==> config.mk <==
export PLATFORM = sky130hd
export DESIGN_NAME = serial_adder
export DESIGN_NICKNAME = d
export VERILOG_FILES = /design/src/rtl/serial_adder_pkg.sv /design/src/rtl/fa.sv /design/src/rtl/serial_adder.sv
export SDC_FILE = /design/constraint.sdc
export NUM_CORES = 1
export LEC_CHECK = 0
export BUFFER_PORTS_ARGS = -buffer_cell sky130_fd_sc_hd__buf_2
export CAP_MARGIN = 20
export CELL_PAD_IN_SITES_DETAIL_PLACEMENT = 1
export CELL_PAD_IN_SITES_GLOBAL_PLACEMENT = 2
export CORE_UTILIZATION = 34
export CTS_CLUSTER_SIZE = 40
export DETAILED_ROUTE_END_ITERATION = 10
export HOLD_SLACK_MARGIN = 0.02
export PLACE_DENSITY = 0.86
export SYNTH_ARGS = -nofsm -noshare
export SYNTH_HDL_FRONTEND = slang
export SYNTH_SLANG_ARGS = --single-unit
==> constraint.sdc <==
create_clock -name clk -period 1.61 [get_ports clk]
set_clock_uncertainty 0.15 [all_clocks]
set_input_delay 0 -clock clk [delete_from_list [all_inputs] [get_ports clk]]
set_output_delay 0 -clock clk [all_outputs]
set_load 0.03 [all_outputs]
==> src/rtl/serial_adder_pkg.sv <==
// serial_adder_pkg
// Shared definitions for the bit-serial datapath stages: the control FSM
// state encoding and the default operand width. Later serial stages import
// this package so that they all decode the same state values.
package serial_adder_pkg;

  localparam int DEFAULT_W = 8;

  typedef enum logic [1:0] {
    IDLE = 2'd0,
    ADD  = 2'd1,
    DONE = 2'd2
  } state_t;

endpackage

==> src/rtl/fa.sv <==
// fa
// Existing 1-bit full adder cell, purely combinational.
// Ports: cout - carry out, sum - sum bit, a/b - operand bits, cin - carry in.
module fa (
  output logic cout,
  output logic sum,
  input  logic a,
  input  logic b,
  input  logic cin
);

  assign sum  = a ^ b ^ cin;
  assign cout = (a & b) | (a & cin) | (b & cin);

endmodule

==> src/rtl/serial_adder.sv <==
// serial_adder
// Bit-serial W-bit adder. One operand bit pair is fed to the fa cell per
// clock, LSB first; the carry is registered between bits and the produced
// sum bits are shifted into the result register from the top.
// Ports:
//   clk   - clock, rising edge
//   rst   - asynchronous active-high reset
//   start - launch request, honoured only in IDLE
//   a, b  - W-bit operands, captured on the accepted start edge
//   cin   - carry-in, captured on the accepted start edge
//   busy  - high while bits are being processed
//   done  - one-cycle pulse, sum/cout valid
//   sum   - (a + b + cin) mod 2^W, held until the next accepted start
//   cout  - carry out of bit W-1, held until the next accepted start
module serial_adder
  import serial_adder_pkg::*;
#(
  parameter int W = DEFAULT_W
) (
  input  logic         clk,
  input  logic         rst,
  input  logic         start,
  input  logic [W-1:0] a,
  input  logic [W-1:0] b,
  input  logic         cin,
  output logic         busy,
  output logic         done,
  output logic [W-1:0] sum,
  output logic         cout
);

  localparam int CW = $clog2(W);
  localparam logic [CW-1:0] LAST = CW'(W - 1);

  state_t         state;
  state_t         state_next;
  logic [W-1:0]   ra;
  logic [W-1:0]   rb;
  logic           c;
  logic [CW-1:0]  cnt;
  logic           fa_sum;
  logic           fa_cout;

  fa u_fa (
    .cout (fa_cout),
    .sum  (fa_sum),
    .a    (ra[0]),
    .b    (rb[0]),
    .cin  (c)
  );

  always_ff @(posedge clk or posedge rst) begin
    if (rst) begin
      state <= IDLE;
    end else begin
      state <= state_next;
    end
  end

  always_comb begin
    state_next = state;
    case (state)
      IDLE:    if (start) state_next = ADD;
      ADD:     if (cnt == LAST) state_next = DONE;
      DONE:    state_next = IDLE;
      default: state_next = IDLE;
    endcase
  end

  // The counter is cleared on every accepted start, so letting it wrap after
  // the last bit (power-of-two W) is harmless.
  always_ff @(posedge clk or posedge rst) begin
    if (rst) begin
      ra   <= '0;
      rb   <= '0;
      c    <= 1'b0;
      cnt  <= '0;
      sum  <= '0;
      cout <= 1'b0;
    end else begin
      case (state)
        IDLE: begin
          if (start) begin
            ra   <= a;
            rb   <= b;
            c    <= cin;
            cnt  <= '0;
            sum  <= '0;
            cout <= 1'b0;
          end
        end
        ADD: begin
          ra  <= ra >> 1;
          rb  <= rb >> 1;
          sum <= {fa_sum, sum[W-1:1]};
          c   <= fa_cout;
          cnt <= cnt + CW'(1);
          if (cnt == LAST) cout <= fa_cout;
        end
        default: ;
      endcase
    end
  end

  assign busy = (state == ADD);
  assign done = (state == DONE);

endmodule
==> metrics.md, run 1 <==
| Metric | Value |
|---|---|
| Status | finished clean |
| Post-synthesis mux area share | 0% |
| Setup TNS | 0 ns |
| TritonCTS clock tree | yes |
| Worst slew margin | 72.80% |
| Clock transition at path regs | 0.06 ns |
| Count of clock tree sinks | 31 |
| Unrepaired setup endpoints after global routing | false |
| Layout cell share with drive strength beyond 1 | 31.89% |
| Number of cells produced by synthesis | 130 |
| Mean Syn Cell Area | 11.48 µm² |
| Number of cell rows | 23 |
| Fin Hold WS | 0.06348 ns |
| Worst reg-to-reg path cell count | 3 |
| Maxcap violations | 0 |
| Lkg Pwr | 0.9291 nW |
| CTS Buf Count | 5 |
| GRT Resource Usage Total | 19.22% |
| CP startpoint kind | flip-flop |
| Reg2reg start | c |
| Fmax | 0.6579 GHz |
| Main area contributors after synthesis | dfrtp_1 52%, a22o_1 5.3%, nor3b_1 4.5% |
| GPL Wtd Cong | 0.8026 |
| CTS H-tree lvls | 2 |
| Post-synth EDFFs | 0 |
| Slew @ Worst Pin | 0.4080 ns |
| Initial antenna violation count | 0 |
| Worst-skew pair later-pin latency | 0.29 ns |
| Root Buffer | clkbuf_8 |
| Final nets | 207 |
| Routed len/inst | 16.51 µm |
| Fin crit share | 94.41% |
| Post-DRT Antenna Nets | 0 |
| Syn nets | 153 |
| Max rail drop VDD | 0.0005586 V |
| Ys flop type | dfrtp_1 |
| Min-delay src | cin |
| Synth area leader | dfrtp_1 |
| FF+latch count, synth | 31 |
| # DRC | 0 |
| Longest Clk Path Bufs | 2 |
| Post-Synth XOR/XNOR Area | 0% |
| Worst Setup End Kind | primary output |
| Pwr/cell area | 1897 mW/mm² |
| Fill cells | 464 |
| Tmin final | 1.520 ns |
| 1st-pass router iterations | 4 |
| Crit path max fanout | 10 |
| Die area | 0.004659 mm² |
| Syn-to-layout area delta | 33.19% |
| Via count | 1,211 |
| Worst Path Required | 1.46 ns |
| Hold Crit Depth | 4 |
| Synth cell types | 28 |
| Dpl hpwl | 2.424 mm |
| Most common cell in the netlist | dfrtp_1 |
| Async set-reset flop share out of synthesis | 100.0% |
| Simple-gate share of the synthesized area | 15.84% |
| Die width | 68.26 µm |
| Max-slew violations | 0 |
| Final setup viols | 0 |
| R2R Setup Slk | 0.16 ns |
| # port buffers | 30 |
| Vias/cell | 5.153 |
| Largest net degree at the start of global routing | 32 |
| Number of global-route vias before repair | 1,316 |
| Io pins | 31 |
| Mapped Area | 0.001493 mm² |
| Worst Hold Path EP | c |
| Initial core utilization | 36.27% |
| Fraction of the mapped netlist area in adder cells | 3.018% |
| Arr. time, crit path | 1.37 ns |
| Core Box Area | 0.004115 mm² |
| Worst hold path type | input port to flip-flop |
| First-pass GRT wire length | 6.568 mm |
| Sequential fraction of the synthesis area | 51.97% |
| Post-synthesis compound-gate area fraction | 20.87% |
| Most frequent cells after synthesis | 31 x dfrtp_1, 11 x inv_1, 9 x a22o_1, 9 x nor3b_1 |
| Fin util | 48.31% |
| Final hold violations | 0 |
| Iteration-0 DRC Markers | 87 |
| Wirelength, routed | 3.881 mm |
| Chip height | 68.26 µm |
| # diodes | 0 |
| Synth top area share | 51.97% |
| Crit path kind | flip-flop to primary output |
| Largest family of logic cells by synthesized area | compound AO/OA/AOI/OAI gates |
| Total grt overflow | 0 |
| Synth Warn # | 0 |
| FF-to-FF End | cout |
placed cells by master (no fill, tap or decap):
cell type / n
nor4bb_1: 1
nand2b_2: 1
nor3b_1: 9
buf_2: 30
a221oi_1: 6
fa_1: 1
ha_1: 2
o221a_2: 2
clkinv_2: 1
nor2_1: 1
nand3b_1: 2
clkbuf_8: 6
o21ai_1: 2
nor3b_2: 3
a21oi_1: 8
buf_4: 9
o211ai_1: 1
inv_1: 11
nor2b_1: 8
nor2_2: 3
nand2_1: 6
bufinv_16: 1
dfrtp_2: 1
dlygate4sd3_1: 17
o21bai_4: 1
nand3_1: 1
inv_4: 1
dfrtp_1: 30
o21ai_0: 4
o311ai_1: 1
o22a_1: 6
a22o_1: 9
kinds of logic after synthesis:
family	Yosys count
fa+ha+maj	3
simple gates	35
flops	31
compound gates	40
buf+inv	21
what timing repair did:
| item | CTS | global route |
|---|---|---|
| hold buffers | 17 | 0 |
| buffers inserted | 0 | 0 |
| hold endpoints to repair | 47 | 0 |
| cloned | 0 | 0 |
| endpoints found under the setup margin | 1 | 1 |
| resized for setup | 2 | 1 |
metal layers:
layer	up-vias	global-route usage [%]	share of wire (%)
met5	-	0	0
met4	0	5.990	1.1
met3	6	3.833	2.6
met2	20	30.64	49
met1	613	25.95	47
li1	572	-	-
metrics by stage:
| stage | setup slack (ns) | std cells | total power [mW] | cell area (µm²) |
|---|---|---|---|---|
| 3_5_place_dp | 0.1765 | 210 | 2.892 | 1694 |
| 4_1_cts | 0.05950 | 235 | 3.760 | 1986 |
| 3_3_place_gp | 0.1967 | 210 | 2.831 | 1694 |
| 5_1_grt | 0.007360 | 235 | 4.049 | 1988 |
| 6_report | 0.09000 | 235 | 3.772 | 1988 |
| 2_1_floorplan | 0.2746 | 130 | 2.467 | 1493 |
worst max-delay path by stage:
stage,from,end,slack [ns],cells after the start
after floorplan,state[1],done,0.27,3
after global placement,state[1],rb[6],0.20,3
after detailed placement,state[0],rb[6],0.18,3
after CTS,state[1],busy,0.06,3
after global routing,c,cout,0.007,3
final,state[1],busy,0.09,3
power by group:
| group | switching (mW) | leakage [nW] | internal, mW |
|---|---|---|---|
| clock network | 0.316 | 0.0612 | 0.501 |
| registers | 0.233 | 0.379 | 1.13 |
| logic | 0.895 | 0.489 | 0.693 |
registers in the layout, indices dropped and copies added (netlist names):
| signal | cells |
|---|---|
| state | 2 |
| c | 1 |
| cnt | 3 |
| rb | 8 |
| sum | 8 |
| cout | 1 |
| ra | 8 |
cell type report:
class | instances | area (µm²) | share of cell area, %
clock buffer | 6 | 82.58 | 4.154
clock inverter | 2 | 35.03 | 1.762
inverter | 12 | 47.55 | 2.391
multi-input combinational | 78 | 595.6 | 29.96
sequential | 31 | 777.0 | 39.08
tap | 50 | 62.56 | 3.147
timing repair buffer | 56 | 387.9 | 19.51
worst max-delay path, stage by stage, from the launching register on:
cell and delay (ns):
dfrtp_1 0.43, nand2b_2 0.30, inv_4 0.14, buf_2 0.21
No activity file was read; power rests on OpenSTA's default activity.
==> inputs of run 2 (changes only) <==
--- a/config.mk
+++ b/config.mk
@@ -9,11 +9,12 @@
 export CAP_MARGIN = 20
 export CELL_PAD_IN_SITES_DETAIL_PLACEMENT = 1
 export CELL_PAD_IN_SITES_GLOBAL_PLACEMENT = 2
-export CORE_UTILIZATION = 34
+export CORE_UTILIZATION = 35
 export CTS_CLUSTER_SIZE = 40
 export DETAILED_ROUTE_END_ITERATION = 10
 export HOLD_SLACK_MARGIN = 0.02
-export PLACE_DENSITY = 0.86
+export PLACE_DENSITY = 0.87
 export SYNTH_ARGS = -nofsm -noshare
 export SYNTH_HDL_FRONTEND = slang
+export SYNTH_HIERARCHICAL = 1
 export SYNTH_SLANG_ARGS = --single-unit
==> run 2 against run 1 <==
Register-to-register slack is essentially flat. Synthesized cell count stayed put. Setup slack improved by 0.041 ns. Sequential cell count is the same. Fmax up 2.8%. Non-clock buffer count shrank 4. Largest cell class unchanged. Sequential share of layout area is 0.23 points higher. Routed wire length shrank 11%. Final area down 0.76%. Critical path depth rose by 1.
==> metrics.md, run 2 <==
| Metric | Value |
|---|---|
| Status | finished clean (unchanged) |
| R2R Setup Slk | 0.15 ns (was 0.16 ns) |
| CP startpoint kind | flip-flop (unchanged) |
| Reg2reg start | ra[0] (was c) |
| Layout cell share with drive strength beyond 1 | 30.22% (was 31.89%) |
| Mean Syn Cell Area | 11.70 µm² (was 11.48 µm²) |
| Simple-gate share of the synthesized area | 17.85% (was 15.84%) |
| FF+latch count, synth | 31 (unchanged) |
| Final Non-Filler Cells | 232 (was 235) |
| Synth Warn # | 6 (was 0) |
| Fraction of the mapped netlist area in adder cells | 2.961% (was 3.018%) |
| # diodes | 0 (unchanged) |
| Die area | 0.004614 mm² (was 0.004659 mm²) |
| Gr busiest metal | met2 (unchanged) |
| Most frequent cells in the layout | 31 x dfrtp_1, 30 x buf_2, 17 x dlygate4sd3_1, 10 x a22o_1, 10 x nand2_1 (was 30 x dfrtp_1, 30 x buf_2, 17 x dlygate4sd3_1, 11 x inv_1) |
| Synth area leader | dfrtp_1 (unchanged) |
| Grt met3 use | 5.000% (was 3.833%) |
| Crit path kind | flip-flop to primary output (unchanged) |
| Worst Path Required | 1.46 ns (about the same) |
| Syn-to-layout area delta | 29.69% (was 33.19%) |
| Placed Cells | 207 (was 210) |
| Worst reg-to-reg path cell count | 2 (was 3) |
| # port buffers | 30 (unchanged) |
| Worst-skew pair later-pin latency | 0.28 ns (was 0.29 ns) |
| Fill cells | 452 (was 464) |
| Post-synthesis mux area share | 0% (unchanged) |
| Clock transition at path regs | 0.06 ns (about the same) |
| Final nets | 204 (was 207) |
| Initial antenna violation count | 0 (unchanged) |
| Number of cell rows | 23 (unchanged) |
| CTS Buf Count | 5 (unchanged) |
| Post-DRT Antenna Nets | 0 (unchanged) |
| Io pins | 31 (unchanged) |
| Post-synthesis compound-gate area fraction | 22.20% (was 20.87%) |
| Maxcap violations | 0 (unchanged) |
| Number of cells produced by synthesis | 130 (unchanged) |
| Met1 GRT Util | 22.21% (was 25.95%) |
| Largest family of logic cells by synthesized area | compound AO/OA/AOI/OAI gates (unchanged) |
| Commonest non-fill, non-tap cell in the layout | dfrtp_1 |
| Setup TNS | 0 ns (unchanged) |
| Syn nets | 153 (unchanged) |
| Most frequent cells after synthesis | 31 x dfrtp_1, 10 x a22o_1, 10 x nand2_1 (was 31 x dfrtp_1, 11 x inv_1, 9 x a22o_1, 9 x nor3b_1) |
| 1st-pass router iterations | 4 (unchanged) |
| Slew @ Worst Pin | 0.3962 ns (was 0.4080 ns) |
| Top flop regs | ra x8, rb x8, sum x8 (unchanged) |
| Iteration-0 DRC Markers | 61 (was 87) |
| GRT Resource Usage Total | 17.93% (was 19.22%) |
| Total Power | 3.532 mW (was 3.772 mW) |
| Internal Power | 2.145 mW (was 2.327 mW) |
| Switching portion of total power | 39.27% (was 38.29%) |
| Arr. time, crit path | 1.33 ns (was 1.37 ns) |
| Vias/cell | 5.306 (was 5.153) |
| Worst Hold Path EP | ra[2] (was c) |
| Post-synth EDFFs | 0 (unchanged) |
| # DRC | 0 (unchanged) |
| Max rail drop VDD | 0.0005610 V (was 0.0005586 V) |
| Initial core utilization | 37.23% (was 36.27%) |
| Pwr/cell area | 1790 mW/mm² (was 1897 mW/mm²) |
| Max-slew violations | 0 (unchanged) |
| Lkg Pwr | 0.9125 nW (was 0.9291 nW) |
| Worst hold path type | input port to flip-flop (unchanged) |
| Synth cell types | 31 (was 28) |
| Most common cell in the netlist | dfrtp_1 (unchanged) |
| Fmax | 0.6762 GHz (was 0.6579 GHz) |
| Synth top area share | 50.99% (was 51.97%) |
| Routed len/inst | 14.91 µm (was 16.51 µm) |
| Final setup viols | 0 (unchanged) |
| Worst slew margin | 73.58% (was 72.80%) |
| Sequential share of power | 39.0% (was 36.2%) |
| Sw power | 1.387 mW (was 1.444 mW) |
| TritonCTS clock tree | yes (unchanged) |
| Combinational share of power | 44.5% (was 42.1%) |
| Chip height | 67.93 µm (was 68.26 µm) |
| FF-to-FF End | c (was cout) |
| Longest Clk Path Bufs | 2 (unchanged) |
| Hold Crit Depth | 4 (unchanged) |
| Post-Synth XOR/XNOR Area | 0% (unchanged) |
| Crit path max fanout | 20 (was 10) |
| Root Buffer | clkbuf_8 (unchanged) |
| CTS H-tree lvls | 2 (unchanged) |
| Unrepaired setup endpoints after global routing | false (unchanged) |
| Async set-reset flop share out of synthesis | 100.0% (unchanged) |
| Tmin final | 1.479 ns (was 1.520 ns) |
| Die width | 67.93 µm (was 68.26 µm) |
| Clock Power Share | 16.5% (was 21.6%) |
| Final hold violations | 0 (unchanged) |
| Fin crit share | 91.86% (was 94.41%) |
| Mapped Area | 0.001521 mm² (was 0.001493 mm²) |
| Ys flop type | dfrtp_1 (unchanged) |
| Min-delay src | a[2] (was cin) |
| Number of global-route vias before repair | 1,304 (was 1,316) |
| First-pass GRT wire length | 6.072 mm (was 6.568 mm) |
| Wirelength, routed | 3.460 mm (was 3.881 mm) |
| Fin Hold WS | 0.03052 ns (was 0.06348 ns) |
| Largest net degree at the start of global routing | 32 (unchanged) |
| Via count | 1,231 (was 1,211) |
| # Post-CTS Setup Buffers | 0 (unchanged) |
| Dpl hpwl | 2.414 mm (was 2.424 mm) |
| Main area contributors after synthesis | dfrtp_1 51%, a22o_1 5.8%, a221o_1 3.9% (was dfrtp_1 52%, a22o_1 5.3%, nor3b_1 4.5%) |
| Sequential fraction of the synthesis area | 50.99% (was 51.97%) |
| GPL Wtd Cong | 0.7667 (was 0.8026) |
| Worst Setup End Kind | primary output (unchanged) |
| Met2 Use GR | 30.02% (was 30.64%) |
| Count of clock tree sinks | 31 (unchanged) |
| Core Box Area | 0.004086 mm² (was 0.004115 mm²) |
| Total grt overflow | 0 (unchanged) |
-- run 2: cell count changes in the layout (fill, tap and decap cells not counted), sizes merged, moves of 2 or more --
cell,previous run,this run
a221oi,6,3
o22a,6,4
a221o,0,6
buf,39,35
nand2b,1,9
nor2b,8,4
inv,12,7
nor3b,12,7
nand2,6,10
a21oi,8,5
o21ai,6,11
-- run 2: how the worst max path moves through the flow --
stage / from / endpoint / slack [ns] / cells past startpoint
global route: state[0] / busy / 0.03 / 4
global placement: ra[0] / c / 0.19 / 2
finish: state[0] / busy / 0.13 / 4
floorplan: ra[0] / c / 0.22 / 2
detailed placement: ra[0] / c / 0.16 / 2
CTS: state[0] / busy / 0.11 / 4
-- run 2: cell families after synthesis --
kind of cell	after synthesis
flip-flops	31
adder cells (fa/ha/maj)	3
AO/OA/AOI/OAI	43
AND/OR/NAND/NOR	38
buffers and inverters	15
-- run 2: timing repair --
item | in CTS | in global routing
endpoints found under the setup margin | 1 | 0
gates resized for setup | 1 | 0
hold endpoints to repair | 47 | 0
hold buffers | 17 | 0
-- run 2: metrics by stage --
step	worst slack [ns]	area (µm²)	util (%)
3_5_place_dp	0.1593	1719	42.07
2_1_floorplan	0.2177	1521	-
6_report	0.1311	1973	48.29
4_1_cts	0.1122	1973	48.29
5_1_grt	0.03295	1973	48.29
3_3_place_gp	0.1936	1719	42.07
-- run 2: layout make-up --
type / instances / area (µm²) / share of cell area, %
timing repair buffer: 52 / 370.4 / 18.77
clock inverter: 1 / 5.005 / 0.2536
inverter: 7 / 28.78 / 1.458
multi-input combinational: 84 / 654.4 / 33.16
clock buffer: 7 / 76.32 / 3.868
sequential: 31 / 775.7 / 39.32
tap: 50 / 62.56 / 3.171
-- run 2: power groups by stage --
stage / registers [mW] / clock network, mW / logic (mW)
after floorplan: 1.52 / 0 / 1.01
after global placement: 1.37 / 0 / 1.49
after detailed placement: 1.39 / 0 / 1.56
after CTS: 1.38 / 0.601 / 1.60
after global routing: 1.43 / 0.633 / 1.75
final: 1.38 / 0.582 / 1.57
-- run 2: layer usage --
| layer | wire length (µm) | vias to the layer above |
|---|---|---|
| met5 | 0 | - |
| met4 | 38 | 0 |
| met3 | 152 | 6 |
| met2 | 1710 | 31 |
| met1 | 1559 | 621 |
| li1 | - | 573 |
-- run 2: critical path, cell delays in order, from the launching register on --
cell,delay [ns]
dfrtp_1,0.37
buf_12,0.17
nand2b_4,0.09
inv_4,0.17
buf_2,0.24
